File: src/rtl/wb_tick_timer_if.sv
//------------------------------------------------------------------------------
// Module  : wb_tick_timer_if
// Brief   : Wishbone classic bus bundle for the tick timer slave slot.
// Revision: 1.0
//------------------------------------------------------------------------------
`default_nettype none

interface wb_tick_timer_if #(
  parameter int DW = 32,
  parameter int AW = 32
);
  logic [AW-1:0] wb_adr_i;
  logic [DW-1:0] wb_dat_i;
  logic [3:0]    wb_sel_i;
  logic          wb_we_i;
  logic          wb_stb_i;
  logic          wb_cyc_i;
  logic [DW-1:0] wb_dat_o;
  logic          wb_ack_o;
  logic          wb_err_o;
  logic          wb_rty_o;

  modport master (
    output wb_adr_i, wb_dat_i, wb_sel_i, wb_we_i, wb_stb_i, wb_cyc_i,
    input  wb_dat_o, wb_ack_o, wb_err_o, wb_rty_o
  );

  modport slave (
    input  wb_adr_i, wb_dat_i, wb_sel_i, wb_we_i, wb_stb_i, wb_cyc_i,
    output wb_dat_o, wb_ack_o, wb_err_o, wb_rty_o
  );
endinterface

`default_nettype wire

File: src/rtl/wb_tick_timer.sv
//------------------------------------------------------------------------------
// Module  : wb_tick_timer
// Brief   : Wishbone slave tick timer: prescaler, 32-bit down-counter with
//           one-shot/auto-reload, sticky pending flag and level interrupt.
// Revision: 1.0
//------------------------------------------------------------------------------
`default_nettype none

module wb_tick_timer #(
  parameter int DW      = 32,
  parameter int AW      = 32,
  parameter int PRESC_W = 16
) (
  input  wire logic         wb_clk_i,
  input  wire logic         wb_rst_i,
  wb_tick_timer_if.slave    wb,
  output logic              tick_en,
  output logic              irq_o
);

  localparam logic [2:0] c_REG_CTRL   = 3'd0;
  localparam logic [2:0] c_REG_LOAD   = 3'd1;
  localparam logic [2:0] c_REG_COUNT  = 3'd2;
  localparam logic [2:0] c_REG_STATUS = 3'd3;
  localparam logic [2:0] c_REG_PRESC  = 3'd4;

  logic               r_ack;
  logic [DW-1:0]      r_dat;
  logic               r_en;
  logic               r_reload;
  logic               r_ie;
  logic               r_pending;
  logic               r_tick;
  logic [DW-1:0]      r_load;
  logic [DW-1:0]      r_count;
  logic [PRESC_W-1:0] r_presc;
  logic [PRESC_W-1:0] r_p;

  logic               w_req;
  logic               w_wr;
  logic               w_rd;
  logic [2:0]         w_reg;
  logic               w_wr_ctrl;
  logic               w_wr_load;
  logic               w_wr_presc;
  logic               w_clr_pend;
  logic [DW-1:0]      w_ctrl_cur;
  logic [DW-1:0]      w_ctrl_new;
  logic [DW-1:0]      w_load_new;
  logic [DW-1:0]      w_presc_new;
  logic [DW-1:0]      w_rd_data;
  logic               w_step;
  logic               w_expire;
  logic               w_unused_adr;

  function automatic logic [DW-1:0] f_merge(
    input logic [DW-1:0] old_v,
    input logic [DW-1:0] new_v,
    input logic [3:0]    sel
  );
    logic [DW-1:0] res;
    res = old_v;
    for (int i = 0; i < 4; i++) begin
      if (sel[i]) res[8*i +: 8] = new_v[8*i +: 8];
    end
    return res;
  endfunction

  // A request is accepted only while ack is low, giving one wait state and
  // an idle cycle between back-to-back transfers.
  assign w_req = wb.wb_cyc_i & wb.wb_stb_i & ~r_ack;
  assign w_wr  = w_req & wb.wb_we_i;
  assign w_rd  = w_req & ~wb.wb_we_i;
  assign w_reg = wb.wb_adr_i[4:2];

  assign w_unused_adr = ^{wb.wb_adr_i[AW-1:5], wb.wb_adr_i[1:0]};

  assign w_wr_ctrl  = w_wr && (w_reg == c_REG_CTRL);
  assign w_wr_load  = w_wr && (w_reg == c_REG_LOAD);
  assign w_wr_presc = w_wr && (w_reg == c_REG_PRESC);
  assign w_clr_pend = w_wr && (w_reg == c_REG_STATUS) && wb.wb_sel_i[0] && wb.wb_dat_i[0];

  assign w_ctrl_cur  = {{(DW-3){1'b0}}, r_ie, r_reload, r_en};
  assign w_ctrl_new  = f_merge(w_ctrl_cur, wb.wb_dat_i, wb.wb_sel_i);
  assign w_load_new  = f_merge(r_load, wb.wb_dat_i, wb.wb_sel_i);
  assign w_presc_new = f_merge(DW'(r_presc), wb.wb_dat_i, wb.wb_sel_i);

  // A LOAD write in the same cycle takes precedence over any step outcome.
  assign w_step   = r_en && (r_p == r_presc);
  assign w_expire = w_step && (r_count == '0) && !w_wr_load;

  always_comb begin
    w_rd_data = '0;
    case (w_reg)
      c_REG_CTRL:   w_rd_data = w_ctrl_cur;
      c_REG_LOAD:   w_rd_data = r_load;
      c_REG_COUNT:  w_rd_data = r_count;
      c_REG_STATUS: w_rd_data = {{(DW-1){1'b0}}, r_pending};
      c_REG_PRESC:  w_rd_data = DW'(r_presc);
      default:      w_rd_data = '0;
    endcase
  end

  always_ff @(posedge wb_clk_i) begin
    if (wb_rst_i) begin
      r_ack     <= 1'b0;
      r_dat     <= '0;
      r_en      <= 1'b0;
      r_reload  <= 1'b0;
      r_ie      <= 1'b0;
      r_pending <= 1'b0;
      r_tick    <= 1'b0;
      r_load    <= '0;
      r_count   <= '0;
      r_presc   <= '0;
      r_p       <= '0;
    end else begin
      r_ack  <= w_req;
      r_tick <= w_expire;

      if (w_rd) r_dat <= w_rd_data;

      if (!r_en || w_step) r_p <= '0;
      else                 r_p <= r_p + 1'b1;

      if (w_wr_ctrl) begin
        r_en     <= w_ctrl_new[0];
        r_reload <= w_ctrl_new[1];
        r_ie     <= w_ctrl_new[2];
      end
      // One-shot expiry disables the timer even if CTRL is written meanwhile.
      if (w_expire && !r_reload) r_en <= 1'b0;

      if (w_wr_load) begin
        r_load  <= w_load_new;
        r_count <= w_load_new;
      end else if (w_step) begin
        if (r_count != '0) r_count <= r_count - 1'b1;
        else if (r_reload) r_count <= r_load;
      end

      if (w_expire)        r_pending <= 1'b1;
      else if (w_clr_pend) r_pending <= 1'b0;

      if (w_wr_presc) r_presc <= w_presc_new[PRESC_W-1:0];
    end
  end

  assign wb.wb_ack_o = r_ack;
  assign wb.wb_dat_o = r_dat;
  assign wb.wb_err_o = 1'b0;
  assign wb.wb_rty_o = 1'b0;
  assign tick_en     = r_tick;
  assign irq_o       = r_pending & r_ie;

endmodule

`default_nettype wire

File: src/flat_wrapper.sv
// flat-port wrapper written by rule: the top's interface ports become plain ports
module wb_tick_timer_flat 
#(
  parameter int DW      = 32,
  parameter int AW      = 32,
  parameter int PRESC_W = 16
)
  (wb_clk_i, wb_rst_i, tick_en, irq_o, wb_wb_adr_i, wb_wb_dat_i, wb_wb_sel_i, wb_wb_we_i, wb_wb_stb_i, wb_wb_cyc_i, wb_wb_dat_o, wb_wb_ack_o, wb_wb_err_o, wb_wb_rty_o);
  wb_tick_timer_if #(.DW(DW), .AW(AW)) wb_i ();
  input  wire logic wb_clk_i;
  input  wire logic wb_rst_i;
  output logic tick_en;
  output logic irq_o;
  input wire logic [$bits(wb_i.wb_adr_i)-1:0] wb_wb_adr_i;
  input wire logic [$bits(wb_i.wb_dat_i)-1:0] wb_wb_dat_i;
  input wire logic [$bits(wb_i.wb_sel_i)-1:0] wb_wb_sel_i;
  input wire logic [$bits(wb_i.wb_we_i)-1:0] wb_wb_we_i;
  input wire logic [$bits(wb_i.wb_stb_i)-1:0] wb_wb_stb_i;
  input wire logic [$bits(wb_i.wb_cyc_i)-1:0] wb_wb_cyc_i;
  output wire logic [$bits(wb_i.wb_dat_o)-1:0] wb_wb_dat_o;
  output wire logic [$bits(wb_i.wb_ack_o)-1:0] wb_wb_ack_o;
  output wire logic [$bits(wb_i.wb_err_o)-1:0] wb_wb_err_o;
  output wire logic [$bits(wb_i.wb_rty_o)-1:0] wb_wb_rty_o;
  assign wb_i.wb_adr_i = wb_wb_adr_i;
  assign wb_i.wb_dat_i = wb_wb_dat_i;
  assign wb_i.wb_sel_i = wb_wb_sel_i;
  assign wb_i.wb_we_i = wb_wb_we_i;
  assign wb_i.wb_stb_i = wb_wb_stb_i;
  assign wb_i.wb_cyc_i = wb_wb_cyc_i;
  assign wb_wb_dat_o = wb_i.wb_dat_o;
  assign wb_wb_ack_o = wb_i.wb_ack_o;
  assign wb_wb_err_o = wb_i.wb_err_o;
  assign wb_wb_rty_o = wb_i.wb_rty_o;
  wb_tick_timer #(.DW(DW), .AW(AW), .PRESC_W(PRESC_W)) u_core (.wb_clk_i(wb_clk_i), .wb_rst_i(wb_rst_i), .wb(wb_i), .tick_en(tick_en), .irq_o(irq_o));
endmodule
File: config.mk
export PLATFORM = sky130hd
export DESIGN_NAME = wb_tick_timer_flat
export DESIGN_NICKNAME = d
export VERILOG_FILES = /design/src/rtl/wb_tick_timer_if.sv /design/src/rtl/wb_tick_timer.sv /design/src/flat_wrapper.sv
export SDC_FILE = /design/constraint.sdc
export NUM_CORES = 1
export LEC_CHECK = 0
export ABC_AREA = 1
export BUFFER_PORTS_ARGS = -buffer_cell sky130_fd_sc_hd__buf_2
export CORE_MARGIN = 2
export CORE_UTILIZATION = 50
export DETAILED_ROUTE_END_ITERATION = 6
export GPL_ROUTABILITY_DRIVEN = 0
export PLACE_DENSITY = 0.75
export SYNTH_ARGS = -nofsm -noshare
export SYNTH_HDL_FRONTEND = slang
export SYNTH_SLANG_ARGS = --single-unit
File: constraint.sdc
create_clock -name wb_clk_i -period 2.07 [get_ports wb_clk_i]
set_input_delay 0.414 -clock wb_clk_i [delete_from_list [all_inputs] [get_ports wb_clk_i]]
set_output_delay 0.414 -clock wb_clk_i [all_outputs]
set_load 0.1 [all_outputs]
==> results of run 1 <==
==> logic make-up after synthesis <==
group / share of synthesized area [%]
simple gates: 39.59
buf+inv: 10.07
compound gates: 13.13
flops: 35.06
other cells: 0.04901
xor+xnor: 1.603
fa+ha+maj: 0.4906
==> tightest hold or removal path, delay by kind of cell <==
| kind | cells | cell delay [ns] |
|---|---|---|
| buffers and inverters | 1 | 0.11 |
| AND/OR/NAND/NOR | 1 | 0.06 |
| AO/OA/AOI/OAI | 1 | 0.05 |
==> per-stage QoR <==
stage,setup WS (ns),util [%],cells,cell area [µm²],power (mW)
after global placement,0.2023,55.25,1530,8337,3.167
final,0.2012,59.84,1562,9030,6.590
after global routing,0.006680,59.84,1562,9030,6.817
after CTS,0.09391,59.69,1562,9007,6.617
after floorplan,0.2387,-,1285,7656,2.996
after detailed placement,0.09891,55.25,1530,8337,3.173
==> cells in the mapped netlist (all sizes together) (2+ instances only) <==
master and n:
nand2 458, nor2 192, inv 141, dfxtp 134, a21oi 83, nand3 76
o21ai 70, clkbuf 34, o22ai 26, buf 19, xor2 14, nor3 10
nand4 8, o221ai 5, ha 3, nor4 3, o2111ai 2
==> power by group <==
part           total [mW]  internal [mW]  switching (mW)
logic               0.535          0.162           0.373
clock network        3.46           2.28            1.18
registers            2.59           2.59         0.00573
==> flip-flops by register name (all words and copies together), names as in the netlist <==
signal and count:
u_core.r_count 32, u_core.r_en 1, u_core.r_ie 1, u_core.r_load 32, u_core.r_p 16, u_core.r_pending 1, u_core.r_presc 16, u_core.r_reload 1
u_core.tick_en 1, u_core.wb.wb_ack_o 1, u_core.wb.wb_dat_o 32
==> final timing paths <==
check                         from                    end  depth (start not counted)
min                 wb_wb_dat_i[3]      u_core.r_presc[3]                          3
min reg2reg  u_core.wb.wb_dat_o[3]  u_core.wb.wb_dat_o[3]                          2
max reg2reg      u_core.r_count[1]      u_core.r_count[1]                         12
max              u_core.r_count[1]      u_core.r_count[1]                         12
==> cell usage in the layout (no fill, tap or decap), types with 8 or more instances in the layout <==
cell	Yosys	routed
nand3_1	74	73
nor3_1	10	10
clkbuf_16	0	17
a21oi_1	83	83
o21ai_0	70	70
xor2_1	14	14
nor2_1	184	180
nand4_1	8	8
buf_4	2	28
dfxtp_1	134	133
buf_2	13	78
nand2_1	453	453
o22ai_1	26	26
inv_1	135	134
==> routing by layer <==
metal  routed length, µm  part of all wire, %
met1                9720                   45
met2                9879                   46
met3                1288                  6.0
met4                 552                  2.6
met5                   0                    0
==> final cells by class <==
class	instances	area, µm²	area share [%]
clock buffers	19	442.9	4.905
multi-input cells	956	4227	46.81
inverters	142	533.0	5.903
well taps	188	235.2	2.605
flip-flops and latches	134	2684	29.72
clock inverters	13	227.7	2.522
repair buffers	110	680.7	7.538
==> results_dict.tcl, run 1 <==
set metrics [dict create \
    outcome "complete, no violations" \
    cts-root-to-sink-buffers 2 \
    hold-worst-slack_ns 0.2504 \
    grt_use_total_pct 27.31 \
    worstPathMaxFanout 22 \
    cts.hold.buffers_added 0 \
    cts_made_buffers 17 \
    async_reset_ff_share_pct 0 \
    starting_density_of_the_core_pct 50.70 \
    cts_setup_buffers 0 \
    max-cap-violations 0 \
    critPathMaxStageDelay_ns 0.31 \
    endpoint_kind "flip-flop" \
    cts_num_sinks 134 \
    io-pin-count 110 \
    worstSkewPairLatency_ns 0.43 \
    die_width_um 127.7 \
    busiest_layer "met2" \
    number_of_global_route_vias_before_repair 7470 \
    use_met2_pct 45.42 \
    yosys.cell_types.count 33 \
    start_kind "flip-flop" \
    drt-pass1-iter-count 5 \
    cpLargestDelayFamily "simple AND/OR/NAND/NOR gates" \
    max_slew.worst_pin.slew_ns 0.8543 \
    synth_area_um2 7651 \
    synthesis_stage_register_bit_count 134 \
    setup_tns_ns 0 \
    worstPathRequired_ns 2.39 \
    grt_antenna_before_repair 0 \
    final.min_clock_period_ns 1.869 \
    core_area_um2 15090 \
    cell_types_occupying_the_most_area_after_synthesis "dfxtp_1, nand2_1, nor2_1" \
    grt_setup_unrepaired "false" \
    drtAntennaViolNets 0 \
    setup_viol 0 \
    power.static_leakage_nw 4.412 \
    critPathMostFrequentCell "nand2_1" \
    cts.repair.resized 0 \
    postRouteWirelength_um 21440 \
    antenna_cells_inserted 0 \
    max_freq_ghz 0.5351 \
    clock-skew-final_ns 0.008033 \
    fp-row-count 45 \
    drv_slew 0 \
    count_of_port_buffers_added_during_placement 78 \
    yosys_most_used_dff "dfxtp_1" \
    drive_gt1_share_pct 12.30 \
    grt_pass1_wl_um 35760 \
    gr_layer_usage_met3_pct 6.344 \
    dieHeight_um 127.7 \
    fin_nets 1437 \
    number_of_vias_in_the_routed_layout 8141 \
    globalRouteOverflowTotal 0 \
    vias_per_cell 5.212 \
    synth_top_cell_by_area "dfxtp_1" \
    dp_hpwl_um 15630 \
    power.density_cell_area_nw_per_um2 729.8 \
    share_of_the_synthesized_area_in_the_top_cell_type_pct 35.06 \
    hold_path_class "in -> reg" \
    grt_max_degree 77 \
    worstPathCellList "inv_1 > ha_1 > nand2_1 > nor2_1 > nand3_1 > nor2_4 > nand3_4 > nand2_4 > buf_12 > nand2_1 > nand2_1 > nor2_1" \
    setup.worst_path.class "reg -> reg" \
    die-area_um2 16310 \
    post-route-drc-count 0 \
    syn_inst 1284 \
    area.growth.synth_to_final_pct 18.02 \
    synth_warnings 0 \
    timing.slew.headroom_pct 43.05 \
    worst-path-buf-inv 2 \
    timing.final.crit_share_pct 90.28 \
    vdd_ir_drop_max_mv 0.6032 \
    met1_usage_pct 34.67 \
    timing_hold_violations_final 0 \
    clk_transition_reported_paths_ns 0.06 \
    tritoncts "yes" \
    crit_arrival_ns 2.19 \
    cpMaxStageDelayCell "dfxtp_1" \
    wl_per_cell_um 13.73 \
    synth_sequential_area_ratio_pct 35.06 \
    syn_area_per_cell_um2 5.959 \
    rrSetupSlack_ns 0.20 \
    n_fill_cell 1470 \
    first_iter_violations 593 \
    deepest_level_of_the_cts_h_tree 4 \
    ctsRootBufferMaster "clkbuf_16" \
    synth-edff-count 0 \
]
Note: power is estimated with default switching activity, not from simulation.
==> run 2: changes to the inputs <==
- CAP_MARGIN: not set -> 10
- CORE_UTILIZATION: 50 -> 55
- PLACE_DENSITY: 0.75 -> 0.81
- SLEW_MARGIN: not set -> 20
==> run 2 against run 1 <==
Effect of this change:
- clock skew is 0.0026 ns lower
- largest cell class unchanged
- sequential power hardly changed
- sequential share of layout area is 0.27 points higher
==> results_dict.tcl, run 2 (synthesis results as in run 1) <==
set metrics [dict create \
    outcome "complete, no violations" \
    vias_per_cell 5.313 \
    met3_length_um 1303 \
    grt_use_total_pct 29.83 \
    critPathMaxStageDelay_ns 0.37 \
    timing_hold_violations_final 0 \
    worstHoldStart "wb_wb_dat_i[3]" \
    setup_viol 0 \
    area.growth.synth_to_final_pct 16.96 \
    start_kind "flip-flop" \
    cts_made_buffers 17 \
    postRouteWirelength_um 21230 \
    worstPathCellList "inv_1 > nand2_1 > nand2_1 > nor2_1 > nand2_1 > nor2_1 > nand3_2 > nand2_2 > nand2_4 > buf_12 > nand2_1 > nand2_1 > nor2_1" \
    first_iter_violations 642 \
    count_of_port_buffers_added_during_placement 78 \
    grt_antenna_before_repair 0 \
    regToRegStartpoint "u_core.r_p[12]" \
    drtAntennaViolNets 0 \
    worst-path-buf-inv 2 \
    drive_gt1_share_pct 11.70 \
    layout.cells.most_common "nand2_1" \
    post-route-drc-count 0 \
    grt_setup_unrepaired "true" \
    worstSkewPairLatency_ns 0.42 \
    hold_path_class "in -> reg" \
    grt_max_degree 77 \
    globalRouteOverflowTotal 0 \
    setup.worst_path.start "u_core.r_p[12]" \
    core_area_um2 13720 \
    n_fill_cell 1277 \
    post_layout_nonfiller_instances 1548 \
    io-pin-count 110 \
    cpMaxStageDelayCell "dfxtp_1" \
    max_freq_ghz 0.5129 \
    dieHeight_um 121.9 \
    wl_per_cell_um 13.72 \
    clock-skew-final_ns 0.005384 \
    final.min_clock_period_ns 1.950 \
    cts_num_sinks 134 \
    endpoint_kind "flip-flop" \
    number_of_vias_in_the_routed_layout 8225 \
    fp-row-count 43 \
    critPathMostFrequentCell "nand2_1" \
    grt_pass1_wl_um 35460 \
    final_core_utilization_pct 65.23 \
    die_width_um 121.9 \
    max-cap-violations 0 \
    dp_hpwl_um 15150 \
    number_of_global_route_vias_before_repair 7587 \
    cts-root-to-sink-buffers 2 \
    timing.slew.headroom_pct 40.17 \
    mostFrequentLayoutCells "nand2_1, nor2_1, inv_1" \
    placed_cells 1516 \
    antenna_cells_inserted 0 \
    tritoncts "yes" \
    cpLargestDelayFamily "simple AND/OR/NAND/NOR gates" \
    drt-pass1-iter-count 6 \
    power.density_cell_area_nw_per_um2 714.6 \
    worstPathRequired_ns 2.42 \
    die-area_um2 14870 \
    deepest_level_of_the_cts_h_tree 4 \
    setup.worst_path.class "reg -> reg" \
    vdd_ir_drop_max_mv 0.5597 \
    drv_slew 0 \
    power.static_leakage_nw 4.376 \
    met2_length_um 9953 \
    clk_transition_reported_paths_ns 0.06 \
    route.layer.met1.wl_um 9349 \
    starting_density_of_the_core_pct 55.77 \
    crit_arrival_ns 2.30 \
    highest-signal-layer "met4" \
    fin_nets 1432 \
    timing.final.crit_share_pct 94.20 \
    max_slew.worst_pin.slew_ns 0.8974 \
    setup_tns_ns 0 \
    worstPathMaxFanout 25 \
    ctsRootBufferMaster "clkbuf_16" \
]
run 2: cell count changes in the layout (fill, tap and decap cells not counted), sizes merged:
cell and delta:
buf -5, bufinv -2, clkbuf +5, clkinv -2
clkinvlp -2
run 2: final timing paths:
| check | endpoint | slack, ns | cells past startpoint |
|---|---|---|---|
| hold reg to reg | u_core.wb.wb_dat_o[11] | 0.46 | 2 |
| hold / removal | u_core.r_presc[3] | 0.26 | 3 |
| setup reg to reg | u_core.r_count[23] | 0.12 | 13 |
| setup / recovery | u_core.r_count[23] | 0.12 | 13 |
run 2: routing by layer:
metal	vias up	track usage, %
li1	4191	-
met4	0	13.36
met3	44	5.805
met5	-	0
met1	3717	36.85
met2	273	50.35
run 2: worst register-to-register path: stages, from the launching register on:
cell     delay [ns]
dfxtp_1        0.37
inv_1          0.12
nand2_1        0.08
nand2_1        0.05
nor2_1         0.10
nand2_1        0.08
nor2_1         0.25
nand3_2        0.17
nand2_2        0.15
nand2_4        0.08
buf_12         0.17
nand2_1        0.08
nand2_1        0.05
nor2_1         0.13
run 2: stage by stage:
stage | total power [mW] | area (µm²) | hold slack [ns] | worst slack [ns]
6_report | 6.394 | 8949 | 0.2611 | 0.1202
5_1_grt | 6.592 | 8949 | 0.2768 | -0.02658
4_1_cts | 6.396 | 8916 | 0.2514 | 0.08920
3_5_place_dp | 3.167 | 8282 | 0.4528 | 0.1738
3_3_place_gp | 3.160 | 8282 | 0.4485 | 0.2072
2_1_floorplan | 2.996 | 7656 | 0.4411 | 0.2387
run 2: timing repair:
action,CTS,global route
setup endpoints to repair,0,15
hold buffers,0,0
buffers inserted,0,1
resized for setup,0,6
run 2: power by group:
| group | switching, mW | total [mW] | internal, mW | leakage, nW |
|---|---|---|---|---|
| sequential | 0.00563 | 2.59 | 2.59 | 1.08 |
| combinational | 0.373 | 0.535 | 0.162 | 2.99 |
| clock | 1.13 | 3.27 | 2.14 | 0.310 |
| total | 1.50 | 6.39 | 4.89 | 4.38 |
run 2: final cells by class:
cell class	count	area (µm²)	share of cell area, %
multi-input combinational	956	4229	47.26
sequential	134	2684	29.99
timing repair buffer	105	643.1	7.187
inverter	142	533.0	5.956
clock buffer	24	491.7	5.495
tap	180	225.2	2.517
clock inverter	7	142.6	1.594
